**src/rtl/flash_read_cache.sv**
```systemverilog
// Direct-mapped one-byte-per-line read cache in front of the SPI flash read controller.
// Hits return in two cycles; misses stretch the CPU via MRDY while the controller fetches the byte.
module flash_read_cache #(
  parameter int IDX_W   = 4,
  parameter int TIMEOUT = 1023
) (
  input  logic        clk,
  input  logic        i_RESET_N,
  input  logic        i_CS,
  input  logic [15:0] i_ADDRESS_BUS,
  input  logic        i_RW,
  input  logic        i_FLUSH,
  output logic [7:0]  o_DATA,
  output logic        o_MRDY,
  output logic        o_FLASH_CE,
  output logic [15:0] o_FLASH_ADDR,
  input  logic [7:0]  i_FLASH_DATA,
  input  logic        i_FLASH_READY,
  output logic        o_TIMEOUT
);

  localparam int LINES = 1 << IDX_W;
  localparam int TAG_W = 16 - IDX_W;
  localparam int CNT_W = $clog2(TIMEOUT + 1);
  localparam logic [CNT_W-1:0] TMAX = CNT_W'(TIMEOUT);

  typedef enum logic [2:0] {
    S_IDLE,
    S_LOOKUP,
    S_REQ,
    S_WAIT,
    S_FILL,
    S_DONE
  } state_t;

  state_t           r_state;
  logic [15:0]      r_addr;
  logic [7:0]       r_data [LINES];
  logic [TAG_W-1:0] r_tag  [LINES];
  logic [LINES-1:0] r_valid;
  logic             r_flush_pending;
  logic [CNT_W-1:0] r_timer;

  logic [IDX_W-1:0] w_idx;
  logic [TAG_W-1:0] w_tag;
  logic             w_hit;
  logic             w_timeout;

  assign w_idx     = r_addr[IDX_W-1:0];
  assign w_tag     = r_addr[15:IDX_W];
  assign w_hit     = r_valid[w_idx] && (r_tag[w_idx] == w_tag);
  assign w_timeout = (r_timer == TMAX);

  always_ff @(posedge clk) begin
    if (!i_RESET_N) begin
      r_state         <= S_IDLE;
      r_addr          <= '0;
      r_valid         <= '0;
      r_flush_pending <= 1'b0;
      r_timer         <= '0;
      o_DATA          <= 8'hFF;
      o_MRDY          <= 1'b1;
      o_FLASH_CE      <= 1'b0;
      o_FLASH_ADDR    <= '0;
      o_TIMEOUT       <= 1'b0;
    end else begin
      case (r_state)
        S_IDLE: begin
          if (i_CS) begin
            // Writes latch the address too, so DONE can tell when the access ends.
            r_addr  <= i_ADDRESS_BUS;
            r_state <= i_RW ? S_LOOKUP : S_DONE;
          end
        end

        S_LOOKUP: begin
          if (w_hit) begin
            o_DATA  <= r_data[w_idx];
            r_state <= S_DONE;
          end else begin
            o_MRDY       <= 1'b0;
            o_FLASH_CE   <= 1'b1;
            o_FLASH_ADDR <= r_addr;
            r_timer      <= '0;
            r_state      <= S_REQ;
          end
        end

        S_REQ, S_WAIT: begin
          if (i_FLUSH) r_flush_pending <= 1'b1;
          if (w_timeout) begin
            o_FLASH_CE      <= 1'b0;
            o_DATA          <= 8'hFF;
            o_TIMEOUT       <= 1'b1;
            o_MRDY          <= 1'b1;
            r_flush_pending <= 1'b0;
            r_state         <= S_DONE;
          end else begin
            r_timer <= r_timer + CNT_W'(1);
            if (r_state == S_REQ) begin
              if (!i_FLASH_READY) begin
                o_FLASH_CE <= 1'b0;
                r_state    <= S_WAIT;
              end
            end else if (i_FLASH_READY) begin
              o_DATA  <= i_FLASH_DATA;
              r_state <= S_FILL;
            end
          end
        end

        S_FILL: begin
          r_data[w_idx] <= o_DATA;
          r_tag[w_idx]  <= w_tag;
          if (!r_flush_pending) r_valid[w_idx] <= 1'b1;
          r_flush_pending <= 1'b0;
          o_MRDY          <= 1'b1;
          r_state         <= S_DONE;
        end

        S_DONE: begin
          if (!i_CS || (i_ADDRESS_BUS != r_addr)) r_state <= S_IDLE;
        end

        default: r_state <= S_IDLE;
      endcase

      // Placed last so a concurrent flush overrides the valid bit set by FILL.
      if (i_FLUSH) r_valid <= '0;
    end
  end

endmodule

```
**config.mk**
```make
export PLATFORM = sky130hd
export DESIGN_NAME = flash_read_cache
export DESIGN_NICKNAME = d
export VERILOG_FILES = /design/src/rtl/flash_read_cache.sv
export SDC_FILE = /design/constraint.sdc
export NUM_CORES = 1
export LEC_CHECK = 0
export CAP_MARGIN = 20
export CORE_MARGIN = 5
export CORE_UTILIZATION = 55
export DETAILED_ROUTE_END_ITERATION = 10
export PLACE_DENSITY = 0.85
export SLEW_MARGIN = 0
export SYNTH_ARGS = -nofsm -noshare
export SYNTH_HDL_FRONTEND = slang
export SYNTH_SLANG_ARGS = --single-unit
```
**constraint.sdc**
```tcl
create_clock -name clk -period 9.9 [get_ports clk]
set_clock_uncertainty 0.2 [all_clocks]
set_input_delay 2.97 -clock clk [delete_from_list [all_inputs] [get_ports clk]]
set_output_delay 2.97 -clock clk [all_outputs]
set_load 0.005 [all_outputs]
```
* Yosys cells after proc, flatten, opt, wreduce, memory -nomap -nowiden
Memory sizes are Yosys's and may differ from the RTL's. A register that Yosys moved wholly into a read port is not among the register bits.
Cells that the tools add are included.
Widths: inputs -> output; s select.
** Word-level totals
- Register bits after elaboration :: 73
- Memory bits (writable) :: 320
- Bits of input ports :: 30
- Output and inout port bits :: 27
- Logic and storage cells :: 99
- Memories :: 2
** Cells by class
- $add $sub $neg :: 1
- Order comparisons :: 2
- Equality and inequality tests :: 21
- Multiplexer cells :: 39
- Bitwise operators :: 4
- Reduce and logical (&&, ||, !) cells :: 20
** Memory list
- r_tag :: words 16, width 12, rd ports 1, clocked after memory_dff 1, write ports 1, RTL line 39 : logic [TAG_W-1:0] r_tag [LINES];
- r_data :: words 16, width 8, rd ports 1, clocked after memory_dff 1, write ports 1, RTL line 38 : logic [7:0] r_data [LINES];
** Operators with widths (count)
- $mux 8 :: 4
- $mux 3 :: 8
- $mux 10 :: 2
- $pmux 10 s2 :: 1
- $mux 4 :: 4
- $ne 16x16->1 :: 1
- $or 16x16->16 :: 1
- $pmux 8 s2 :: 1
- $ne 3x3->1 const B :: 5
- $pmux 3 s5 :: 1
- $mux 1 :: 13
- $eq 12x12->1 :: 1
- $ne 2x2->1 const B :: 6
- $reduce_and 4->1 :: 3
- $add 10x1->10 const B :: 1
- $eq 10x10->1 const B :: 1
- $reduce_and 2->1 :: 5
- $ne 4x4->1 const B :: 2
- $eq 3x2->1 const B :: 2
- $eq 3x3->1 const B :: 2
- $reduce_and 3->1 :: 2
- $lt 4x5->1 const B :: 1
- $bmux 1 s4 :: 1
- $demux 1 s4 :: 1
- other kinds (12) :: 18

* Longest topological paths before layout
- Word-level depth :: 5
- Mapped depth :: 13
- Mapped depth without buffers :: 8

* Worst setup path after synthesis
No wires, ideal clock.
- Kind :: input -> register
- Start point :: in i_RESET_N
- End point :: mem r_data[11][0] (enable)
- Library setup time :: 0.397 ns
- Arrival time :: 4.800 ns
- Data required time :: 9.303 ns
- Slack :: 4.503 ns
- Stages on the path :: 5
- Path buffers :: 2
- Cell sequence :: clkbuf_1 clkbuf_1 and3_1 nand3_1 nor2_1
** On the way
- Cells in the longest elaborated chain, start to end :: 2
** Ends and longest elaborated chain
- start: declaration :: RTL line 8 : input logic i_RESET_N,
- $mux 1 :: RTL line 55 : if (!i_RESET_N) begin
- $mux 1 (implied by the code) :: RTL line 113 : r_data[w_idx] <= o_DATA;
- end: declaration :: RTL line 38
No other way between the ends.

* Worst setup path after layout
- Start point :: in i_RESET_N
- End point :: mem r_tag[15][5] in the netlist's numbering (enable)
** On the way
- Cells in the longest elaborated chain, start to end :: 2
** Ends and longest elaborated chain
- $mux 1 :: RTL line 55
- $mux 1 (implied by the code) :: RTL line 114 : r_tag[w_idx] <= w_tag;
- end: declaration :: RTL line 39
No other way between the ends.

==> impl_metrics.tcl <==
set metrics [dict create \
    clockRootBuffer "clkbuf_16" \
    hold_viol 0 \
    whs_ns 0.273 \
    antenna_found_initial 0 \
    final_area_mm2 0.0185 \
    synthMuxAreaShare_pct 13.8 \
    arrival_ns 5.56 \
    required_ns 9.94 \
    p_total_mw 4.18 \
    overflow 0 \
    ant_nets 0 \
    p_comb_share_pct 16.7 \
    hold_buffers 0 \
    totalWireLength_um 40800 \
    seq_power_share_pct 48.3 \
    worstMarginPinSlew_ns 1.12 \
    ys_ff_latch 397 \
    cts_tree "built" \
    postSynthCellCount 1043 \
    setup.worst_path.class "in -> reg" \
    yosysUniqueCellTypes 65 \
    synth_top_cell_area_share_pct 59.1 \
    coreArea_mm2 0.0294 \
    synth-compound-area-share_pct 6.46 \
    min_period_over_period_pct 55.7 \
    dieWidth_um 182 \
    cts_max_level 2 \
    crit_path_end_kind "flip-flop" \
    power_density_mw_per_mm2 226 \
    boundaryPins 57 \
    synthFlopType "edfxtp_1" \
    drt-initial-drc-count 1491 \
    place.detailed.hpwl_um 23400 \
    yosys.area_share.adder_pct 0.0770 \
    synth-edff-count 320 \
    worstHoldPathType "reg -> reg" \
    rsz0062_at_grt "no" \
    cpLargestDelayFamily "buffers and inverters" \
    syn-cell-area_mm2 0.0162 \
    insertedDiodeCount 0 \
    post-place-cells 1445 \
    cts_resized 0 \
    synthToLayoutAreaGrowth_pct 14.1 \
    synth_top_cell_by_area "edfxtp_1" \
    synth_top_family_by_area "multiplexers" \
    wl_per_cell_um 26.8 \
    setup_slack_ns 4.38 \
    async_flop_share_pct 0 \
    yosys.cell_count.top_type "edfxtp_1" \
    post-cts-setup-buffers 0 \
    p_switching_mw 1.18 \
    numCtsBuffers 38 \
    worstSkewPairLatency_ns 0.54 \
    p_clk_share_pct 34.9 \
    drtPass1Iterations 6 \
    fin_nets 1131 \
    setup_violations 0 \
    synthTopCellsByCount "320 x edfxtp_1, 77 x dfxtp_1, 72 x mux4_2" \
    grt_pass1_vias 9837 \
    clkTransAtPathRegs_ns 0.06 \
    synth_xor_xnor_area_share_pct 1.24 \
    clock.fmax_ghz 0.181 \
    synthTopCellsByArea "edfxtp_1 59%, mux4_2 10%, dfxtp_1 9.5%, mux2i_1 2.3%, a21oi_1 1.9%" \
    crit_slowest_cell "clkdlybuf4s50_1" \
    final_util_pct 63.1 \
    drc 0 \
    gp_congestion 0.850 \
    stdcell_count 1519 \
    grt_max_degree 57 \
    slew_headroom_pct 25.3 \
    start_kind "input port" \
    vias 10000 \
    drive_gt1_share_pct 17.9 \
    start_util_pct 55.3 \
    fin_crit_ns 5.52 \
    worstPathCellList "clkdlybuf4s50_1, and3_1, nand3_1, nor2_2, buf_8" \
    grt_use_total_pct 23.6 \
    yosys.area_share.simple_pct 7.68 \
    vdd_drop_max_v 0.000140 \
    cap_violations 0 \
    pre_cts_ws_ns 3.64 \
    die_area_mm2 0.0331 \
    critPathMaxStageDelay_ns 1.12 \
    core.rowCount 63 \
    status "finished, final reports clean" \
    power_leakage_nw 5.45 \
    synthesis.nets 1074 \
    intPower_mw 3.01 \
    drv_slew 0 \
    switching_share_pct 28.1 \
    grt_pass1_wl_um 59500 \
    fin_setup_tns_ns 0 \
    worstPathMaxFanout 20 \
    place_area_mm2 0.0172 \
    yosys_warnings 0 \
    syn_avg_cell_area_um2 15.6 \
    clkSinkCount 397 \
    die_h_um 182 \
    clk_path_buf_depth 3 \
    routed_via_density 6.61 \
    portBuffers 56 \
    crit_buf_inv 2 \
    ys_seq_area_share_pct 68.6 \
    fillCellCount 1867 \
]
[worst register-to-register path: stages (launching register included)]
cell	delay (ns)
dfxtp_4	0.80
buf_4	0.65
mux4_2	0.44
mux2i_1	0.20
xnor2_1	0.21
a221oi_1	0.73
nand4_1	0.31
or4_1	0.91
a211oi_2	0.36
a2111oi_2	0.07
[path summary, 6_finish.rpt]
kind | slack, ns | start | to | depth (start not counted)
worst max-delay path | 4.38 | i_RESET_N | r_tag[15][5] | 5
worst min-delay path | 0.27 | r_valid[14] | r_valid[14] | 2
worst max register to register | 4.89 | flip-flop | r_timer[9] | 9
worst min register to register | 0.27 | r_valid[14] | r_valid[14] | 2
[layout by cell type, fill, tap and decap left out, types with 7 or more instances in the layout]
master	synthesis	routed
o21ai_1	22	22
clkbuf_16	0	41
nand3_1	36	36
dfxtp_1	77	74
mux2_1	9	9
nand2b_1	14	14
a21oi_1	62	62
mux4_2	72	72
nor2b_1	12	12
nor2_1	57	41
clkdlybuf4s50_1	0	56
edfxtp_1	320	320
mux2_2	13	13
nand4_1	7	7
o21ai_0	15	15
o22ai_1	10	10
a22oi_1	13	13
buf_4	5	24
nor2_2	0	16
o211ai_1	10	10
xnor2_1	10	10
a31oi_1	8	8
nand2_1	65	65
xor2_1	13	13
mux2i_1	37	37
[routing by layer]
metal / GRT usage (%) / up-vias / routed length (um) / share of wire (%)
li1: - / 4201 / - / -
met1: 32.6 / 5030 / 14800 / 36
met2: 38.0 / 715 / 20200 / 50
met3: 5.71 / 102 / 4630 / 11
met4: 6.87 / 0 / 1190 / 2.9
met5: 0 / - / 0 / 0
[power by group through the flow]
stage	Sequential, mW	Clock [mW]	Combinational, mW
2_1_floorplan	1.96	0	0.524
3_3_place_gp	2.04	0	0.647
3_5_place_dp	2.05	0	0.661
4_1_cts	2.01	1.47	0.678
5_1_grt	2.03	1.55	0.747
6_report	2.02	1.46	0.700
[state kept, by name (all words and copies together) (netlist names), named ones only]
| name | count |
|---|---|
| o_MRDY | 1 |
| r_tag | 192 |
| r_valid | 16 |
| o_FLASH_ADDR | 16 |
| r_data | 128 |
| o_TIMEOUT | 1 |
| r_timer | 10 |
| o_DATA | 8 |
| o_FLASH_CE | 1 |
| r_flush_pending | 1 |
| r_addr | 16 |
| r_state | 3 |
[final cells by class]
cell class                      count  area (um^2)  share of cell area (%)
Tap cell                          390          488                    2.63
Clock inverter                     21          205                    1.11
Clock buffer                       48         1060                    5.73
Inverter                            6         22.5                   0.121
Multi-Input combinational cell    572         4800                    25.9
Timing Repair Buffer               85          812                    4.38
Sequential cell                   397        11200                    60.2
[cells by family after synthesis]
group | count (synthesis)
AO/OA/AOI/OAI | 171
XOR/XNOR | 23
adder cells (fa/ha/maj) | 1
buffers and inverters | 74
flip-flops | 397
multiplexers | 131
AND/OR/NAND/NOR | 246
Note: power is estimated with default switching activity, not from simulation.
